**src/rtl/buzzer_pkg.sv**
```systemverilog
// buzzer_pkg: shared definitions for the buzzer scheduler.
//   - note code constants (0 = rest, 1..5 = C6, D6, E6, G6, A6)
//   - scheduler FSM state encoding
//   - half-period lookup (note code -> 15-bit tone counter limit)
//   - 16-entry melody ROM
package buzzer_pkg;

  localparam logic [2:0] NOTE_REST = 3'd0;
  localparam logic [2:0] NOTE_C6   = 3'd1;
  localparam logic [2:0] NOTE_D6   = 3'd2;
  localparam logic [2:0] NOTE_E6   = 3'd3;
  localparam logic [2:0] NOTE_G6   = 3'd4;
  localparam logic [2:0] NOTE_A6   = 3'd5;

  typedef enum logic [1:0] {
    ST_IDLE      = 2'd0,
    ST_MANUAL    = 2'd1,
    ST_PLAY_NOTE = 2'd2,
    ST_PLAY_GAP  = 2'd3
  } state_t;

  // Entry [0] is played first; written most-significant first.
  localparam logic [15:0][2:0] SONG_ROM = {
    3'd0, 3'd5, 3'd4, 3'd3,
    3'd0, 3'd5, 3'd4, 3'd3,
    3'd1, 3'd3, 3'd2, 3'd1,
    3'd1, 3'd3, 3'd2, 3'd1
  };

  // Counter limit H; the tone period is 2*(H+1) cycles of the 50 MHz clock.
  function automatic logic [14:0] half_period(input logic [2:0] code);
    case (code)
      NOTE_C6: half_period = 15'd23888;
      NOTE_D6: half_period = 15'd21282;
      NOTE_E6: half_period = 15'd18960;
      NOTE_G6: half_period = 15'd15943;
      NOTE_A6: half_period = 15'd14204;
      default: half_period = 15'd0;
    endcase
  endfunction

endpackage

```
**src/rtl/buzzer_sched_tone_gen.sv**
```systemverilog
// tone_gen: square-wave generator for one note code.
//   clk, rst_n : clock, asynchronous active-low reset
//   note_code  : 0 = silence, 1..5 = note to sound
//   sound      : registered square wave, always starts in the low phase
module tone_gen
  import buzzer_pkg::*;
(
  input  logic       clk,
  input  logic       rst_n,
  input  logic [2:0] note_code,
  output logic       sound
);

  logic [14:0] cnt;
  logic [2:0]  code_q;
  logic [14:0] half;

  assign half = half_period(note_code);

  always_ff @(posedge clk or negedge rst_n) begin
    if (!rst_n) begin
      cnt    <= '0;
      code_q <= NOTE_REST;
      sound  <= 1'b0;
    end else begin
      code_q <= note_code;
      // A new note restarts from a clean low phase, so no partial first
      // half-cycle leaks over from the previous note.
      if ((note_code != code_q) || (note_code == NOTE_REST)) begin
        cnt   <= '0;
        sound <= 1'b0;
      end else if (cnt == half) begin
        cnt   <= '0;
        sound <= ~sound;
      end else begin
        cnt <= cnt + 15'd1;
      end
    end
  end

endmodule

```
**src/rtl/buzzer_sched.sv**
```systemverilog
// buzzer_sched: single-voice buzzer scheduler.
//   clk, rst_n  : 50 MHz clock, asynchronous active-low reset
//   key[4:0]    : held note buttons (async), key[0]=A6 highest priority
//   play_start  : one-cycle pulse, start the ROM melody from step 0
//   play_stop   : one-cycle pulse, abort the melody
//   busy        : registered, high while the melody is playing
//   note_code   : registered current note (0 = silence)
//   sound       : buzzer square wave
//
// state        | meaning
// -------------+------------------------------------------------
// ST_IDLE      | silent, waiting for a key or play_start
// ST_MANUAL    | a key is held, note follows the key arbiter
// ST_PLAY_NOTE | melody step sounding for NOTE_TICKS cycles
// ST_PLAY_GAP  | silent gap of GAP_TICKS cycles after each step
module buzzer_sched
  import buzzer_pkg::*;
#(
  parameter int NOTE_TICKS = 12500000,
  parameter int GAP_TICKS  = 1250000,
  parameter int SONG_LEN   = 16
) (
  input  logic       clk,
  input  logic       rst_n,
  input  logic [4:0] key,
  input  logic       play_start,
  input  logic       play_stop,
  output logic       busy,
  output logic [2:0] note_code,
  output logic       sound
);

  localparam logic [23:0] NOTE_LAST = 24'(NOTE_TICKS - 1);
  localparam logic [23:0] GAP_LAST  = 24'(GAP_TICKS - 1);
  localparam logic [3:0]  STEP_LAST = 4'(SONG_LEN - 1);

  logic [4:0]  key_s1;
  logic [4:0]  ks;
  logic [2:0]  arb_code;
  state_t      state;
  logic [3:0]  step;
  logic [3:0]  step_nxt;
  logic [23:0] dur;

  assign step_nxt = step + 4'd1;

  always_ff @(posedge clk or negedge rst_n) begin
    if (!rst_n) begin
      key_s1 <= '0;
      ks     <= '0;
    end else begin
      key_s1 <= key;
      ks     <= key_s1;
    end
  end

  // Highest pitch wins.
  always_comb begin
    arb_code = NOTE_REST;
    if      (ks[0]) arb_code = NOTE_A6;
    else if (ks[1]) arb_code = NOTE_G6;
    else if (ks[2]) arb_code = NOTE_E6;
    else if (ks[3]) arb_code = NOTE_D6;
    else if (ks[4]) arb_code = NOTE_C6;
  end

  always_ff @(posedge clk or negedge rst_n) begin
    if (!rst_n) begin
      state     <= ST_IDLE;
      step      <= '0;
      dur       <= '0;
      busy      <= 1'b0;
      note_code <= NOTE_REST;
    end else begin
      case (state)
        ST_IDLE: begin
          if (ks != '0) begin
            state     <= ST_MANUAL;
            note_code <= arb_code;
          end else if (play_start) begin
            state     <= ST_PLAY_NOTE;
            step      <= '0;
            dur       <= '0;
            busy      <= 1'b1;
            note_code <= SONG_ROM[0];
          end
        end
        ST_MANUAL: begin
          if (ks == '0) begin
            state     <= ST_IDLE;
            note_code <= NOTE_REST;
          end else begin
            note_code <= arb_code;
          end
        end
        ST_PLAY_NOTE, ST_PLAY_GAP: begin
          // Keys pre-empt playback, then play_stop, then normal sequencing.
          if (ks != '0) begin
            state     <= ST_MANUAL;
            step      <= '0;
            dur       <= '0;
            busy      <= 1'b0;
            note_code <= arb_code;
          end else if (play_stop) begin
            state     <= ST_IDLE;
            step      <= '0;
            dur       <= '0;
            busy      <= 1'b0;
            note_code <= NOTE_REST;
          end else if (state == ST_PLAY_NOTE) begin
            if (dur == NOTE_LAST) begin
              dur       <= '0;
              state     <= ST_PLAY_GAP;
              note_code <= NOTE_REST;
            end else begin
              dur <= dur + 24'd1;
            end
          end else begin
            if (dur == GAP_LAST) begin
              dur <= '0;
              if (step == STEP_LAST) begin
                state <= ST_IDLE;
                step  <= '0;
                busy  <= 1'b0;
              end else begin
                step      <= step_nxt;
                state     <= ST_PLAY_NOTE;
                note_code <= SONG_ROM[step_nxt];
              end
            end else begin
              dur <= dur + 24'd1;
            end
          end
        end
        default: begin
          state     <= ST_IDLE;
          busy      <= 1'b0;
          note_code <= NOTE_REST;
        end
      endcase
    end
  end

  tone_gen u_tone (
    .clk       (clk),
    .rst_n     (rst_n),
    .note_code (note_code),
    .sound     (sound)
  );

endmodule
```
**config.mk**
```make
export PLATFORM = sky130hd
export DESIGN_NAME = buzzer_sched
export DESIGN_NICKNAME = d
export VERILOG_FILES = /design/src/rtl/buzzer_pkg.sv /design/src/rtl/buzzer_sched_tone_gen.sv /design/src/rtl/buzzer_sched.sv
export SDC_FILE = /design/constraint.sdc
export NUM_CORES = 1
export LEC_CHECK = 0
export CAP_MARGIN = 20
export CORE_MARGIN = 2
export CORE_UTILIZATION = 60
export DETAILED_ROUTE_END_ITERATION = 8
export PLACE_DENSITY = 0.89
export SLEW_MARGIN = 20
export SYNTH_ARGS = -nofsm -noshare
export SYNTH_HDL_FRONTEND = slang
export SYNTH_SLANG_ARGS = --single-unit
```
**constraint.sdc**
```tcl
create_clock -name clk -period 4.4 [get_ports clk]
set_input_delay 1.32 -clock clk [delete_from_list [all_inputs] [get_ports clk]]
set_output_delay 1.32 -clock clk [all_outputs]
set_load 0.01 [all_outputs]
```
==> results.md <==
- First-pass GRT wire length: around 13000 µm
- Reg2reg start: dur[0]
- Switching Fraction: 0.259
- Mean Syn Cell Area: just over 9 µm²
- Rows: 27
- Post-layout util: 0.682
- Number of setup buffers added after CTS: 0
- Post-synthesis sequential area ratio: 0.450
- Maximum level of the CTS H-tree: 3
- Total GRT Usage: 0.258
- Nets: 406
- Critical path arrival: about 3.5 ns
- Root buffer cell: clkbuf_8
- Chip Width: 80.5 µm
- Post-synth EDFFs: 0
- Leakage power: roughly 1.6 nW
- Core ar.: 0.00557 mm²
- Final setup fails: 0
- Die area: ~0.0065 mm²
- Synth area leaders: dfrtp_1 45%, nor2_1 5.6%, xor2_1 4.5%, nand3_1 4.3%, nand2_1 3.4%
- Syn_nets: 400
- Tmin final: between 3 and 4 ns
- Synth Warn #: 0
- RSZ-0062 raised after global routing: false
- Reg2Reg Setup Slack: ~1.3 ns
- Clock Latency Late Sink: 0.35 ns
- Post-synth top flop: dfrtp_1
- Distinct cells, synth: 60
- Synth top cells by count: 63 x dfrtp_1, 52 x nor2_1, 32 x nand2_1
- Net switching power: roughly 0.30 mW
- Worst setup SP type: input port
- Period Utilization, post-route: 0.728
- Ant. Diodes: 0
- Clock sinks: 63
- TritonRoute pass-1 iters: 5
- Residual DRC: 0
- DP Wirelength: around 5200 µm
- Initial core utilization: 0.629
- Power Density: roughly 300 mW/mm²
- GRT overflow: 0
- Post-cts hold buffer count: 0
- Vias in the first global route: 2800
- Max-Cap Viols: 0
- CP Capture Type: flop
- Clock buffer depth: 2
- RD Place Congestion: around 0.9
- Worst Setup SP: play_stop
- CTS resizes: 0
- Worst ir drop on vdd: 0.182 mV
- Fmax: roughly 310 MHz
- Largest net degree at the start of global routing: between 40 and 50
- Required @ worst endpoint: between 4 and 5 ns
- Worst Setup Slack post-DPL: about 0.89 ns
- Final WL: between 7000 and 8000 µm
- Hold_sp: key_s1[3]
- Routed wire length per instance: 16.4 µm
- Cell Area, Synth: roughly 0.0035 mm²
- Slew margin rel.: 0.295
- Post-synth ARST share: 1.00
- CTS tree: built
- Antenna violations before repair: 0
- Post-Route Setup TNS: 0 ns
- Status: finished clean
- Clock share of power: 0.377
- Crit-path max FO: 31
- Worst-Margin Slew: 1.05 ns
- Via-per-instance ratio: 6.23
- Dominant cell by count in the synthesized netlist: dfrtp_1
- Sequential Power Share: 0.533
- Flops & latches, synth: 63
- Clk_skew: around 0.014 ns
- CTS clock-pin slew for the worst setup and hold paths: approximately 0.06 ns
- DRT antenna net count: 0
- Hold Path Class: reg -> reg
- Power share of the combinational group: 0.090
- Die Ht: ~80 µm
- Via count: between 2000 and 3000
- Top-area cell type share of the netlist area: 0.450
- Layout fillers: 443
- # port buffers: 13
- Leading area contributor after synthesis: dfrtp_1
- Pint: around 0.86 mW
- Fin. max-slew vios: 0
- WS Path Type: in -> reg
- DRT iter0 DRCs: around 250
- Final WS setup: ~1.2 ns
- Area Overhead vs Synth: 8.35%
- Fin. Hold Viols: 0
- Cells after Synth: approximately 390
- IO Count: 14
- Share of cells above drive strength 1: 0.0682
- TritonCTS Buffers: 9
==> metal layers <==
layer / global-route usage / vias to the layer above / routed length (µm)
met5: 0 / - / 0
met4: 0.105 / 0 / 148
met3: 0.0449 / 15 / 375
met2: 0.418 / 90 / 3700
met1: 0.344 / 1409 / 3430
li1: - / 1401 / -
==> area by class of cell <==
type / instances / area (µm²) / share of cell area
Multi-Input combinational cell: 292 / 1790 / 0.470
Timing Repair Buffer: 15 / 140 / 0.0369
Tap cell: 72 / 90.1 / 0.0237
Sequential cell: 63 / 1580 / 0.415
Clock inverter: 3 / 20.0 / 0.00527
Inverter: 11 / 41.3 / 0.0109
Clock buffer: 12 / 145 / 0.0382
==> metrics by stage <==
| step | cells | total power [mW] | hold slack (ns) | cell area [µm²] |
|---|---|---|---|---|
| floorplan | 386 | 0.684 | 0.331 | 3510 |
| global placement | 453 | 0.726 | 0.332 | 3630 |
| detailed placement | 453 | 0.730 | 0.335 | 3630 |
| CTS | 468 | 1.16 | 0.350 | 3800 |
| global route | 468 | 1.20 | 0.353 | 3800 |
| finish | 468 | 1.16 | 0.349 | 3800 |
==> state kept, by name, indices dropped and copies added (netlist names) <==
signal and cells:
dur 24, u_tone.cnt 15, key_s1 5, ks 5, step 4, note_code 3, u_tone.code_q 3, state 2
busy 1, u_tone.sound 1
==> worst max-delay path, cell delays in order <==
cell and delay, ns:
clkdlybuf4s50_1 0.42, nand2b_1 0.20, nor2_1 0.28, o211a_1 0.80
a41oi_1 0.23, a31oi_1 0.20
==> power by group through the flow <==
stage	registers, mW	clock network (mW)	logic [mW]
after detailed placement	0.626	0	0.104
after global placement	0.624	0	0.102
final	0.615	0.436	0.104
after floorplan	0.618	0	0.0660
after global routing	0.617	0.467	0.117
after CTS	0.615	0.444	0.105
==> logic make-up (layout without fill, tap and decap cells) <==
family                     count (synthesis)  after routing  share of synthesized area
AOI/OAI and AO/OA                         68             68                      0.132
xor gates and xnor gates                  25             25                     0.0624
adders and majority gates                  5              5                     0.0178
buffers and inverters                     31             41                     0.0410
DFF                                       63             63                      0.450
muxes                                      7              7                     0.0210
and+or+nand+nor                          187            187                      0.276
==> placed cells by master, fill, tap and decap left out, drive strengths merged, types with 3 or more instances in the layout <==
cell type / Yosys / final
a21oi: 11 / 11
a221o: 3 / 3
a31oi: 8 / 8
a41oi: 3 / 3
and2: 4 / 4
and3: 14 / 14
and4: 4 / 4
buf: 8 / 3
clkbuf: 12 / 12
clkdlybuf4s50: 0 / 12
dfrtp: 63 / 63
ha: 5 / 5
inv: 11 / 11
mux2: 3 / 3
mux2i: 4 / 4
nand2: 32 / 32
nand2b: 6 / 6
nand3: 30 / 30
nand3b: 3 / 3
nand4: 8 / 8
nor2: 53 / 53
nor3: 6 / 6
nor4: 3 / 3
nor4b: 5 / 5
o21ai: 19 / 19
or2: 3 / 3
or3: 6 / 6
or4: 4 / 4
xnor2: 7 / 7
xor2: 18 / 18
==> final timing paths <==
check / end / cells after the start
worst max register to register: dur[15] / 7
worst max-delay path: dur[22] / 6
worst min register to register: ks[3] / 0
max in group asynchronous: key_s1[4] / 2
min in group asynchronous: step[3] / 1
worst min-delay path: ks[3] / 0
Note: power is estimated with default switching activity, not from simulation.
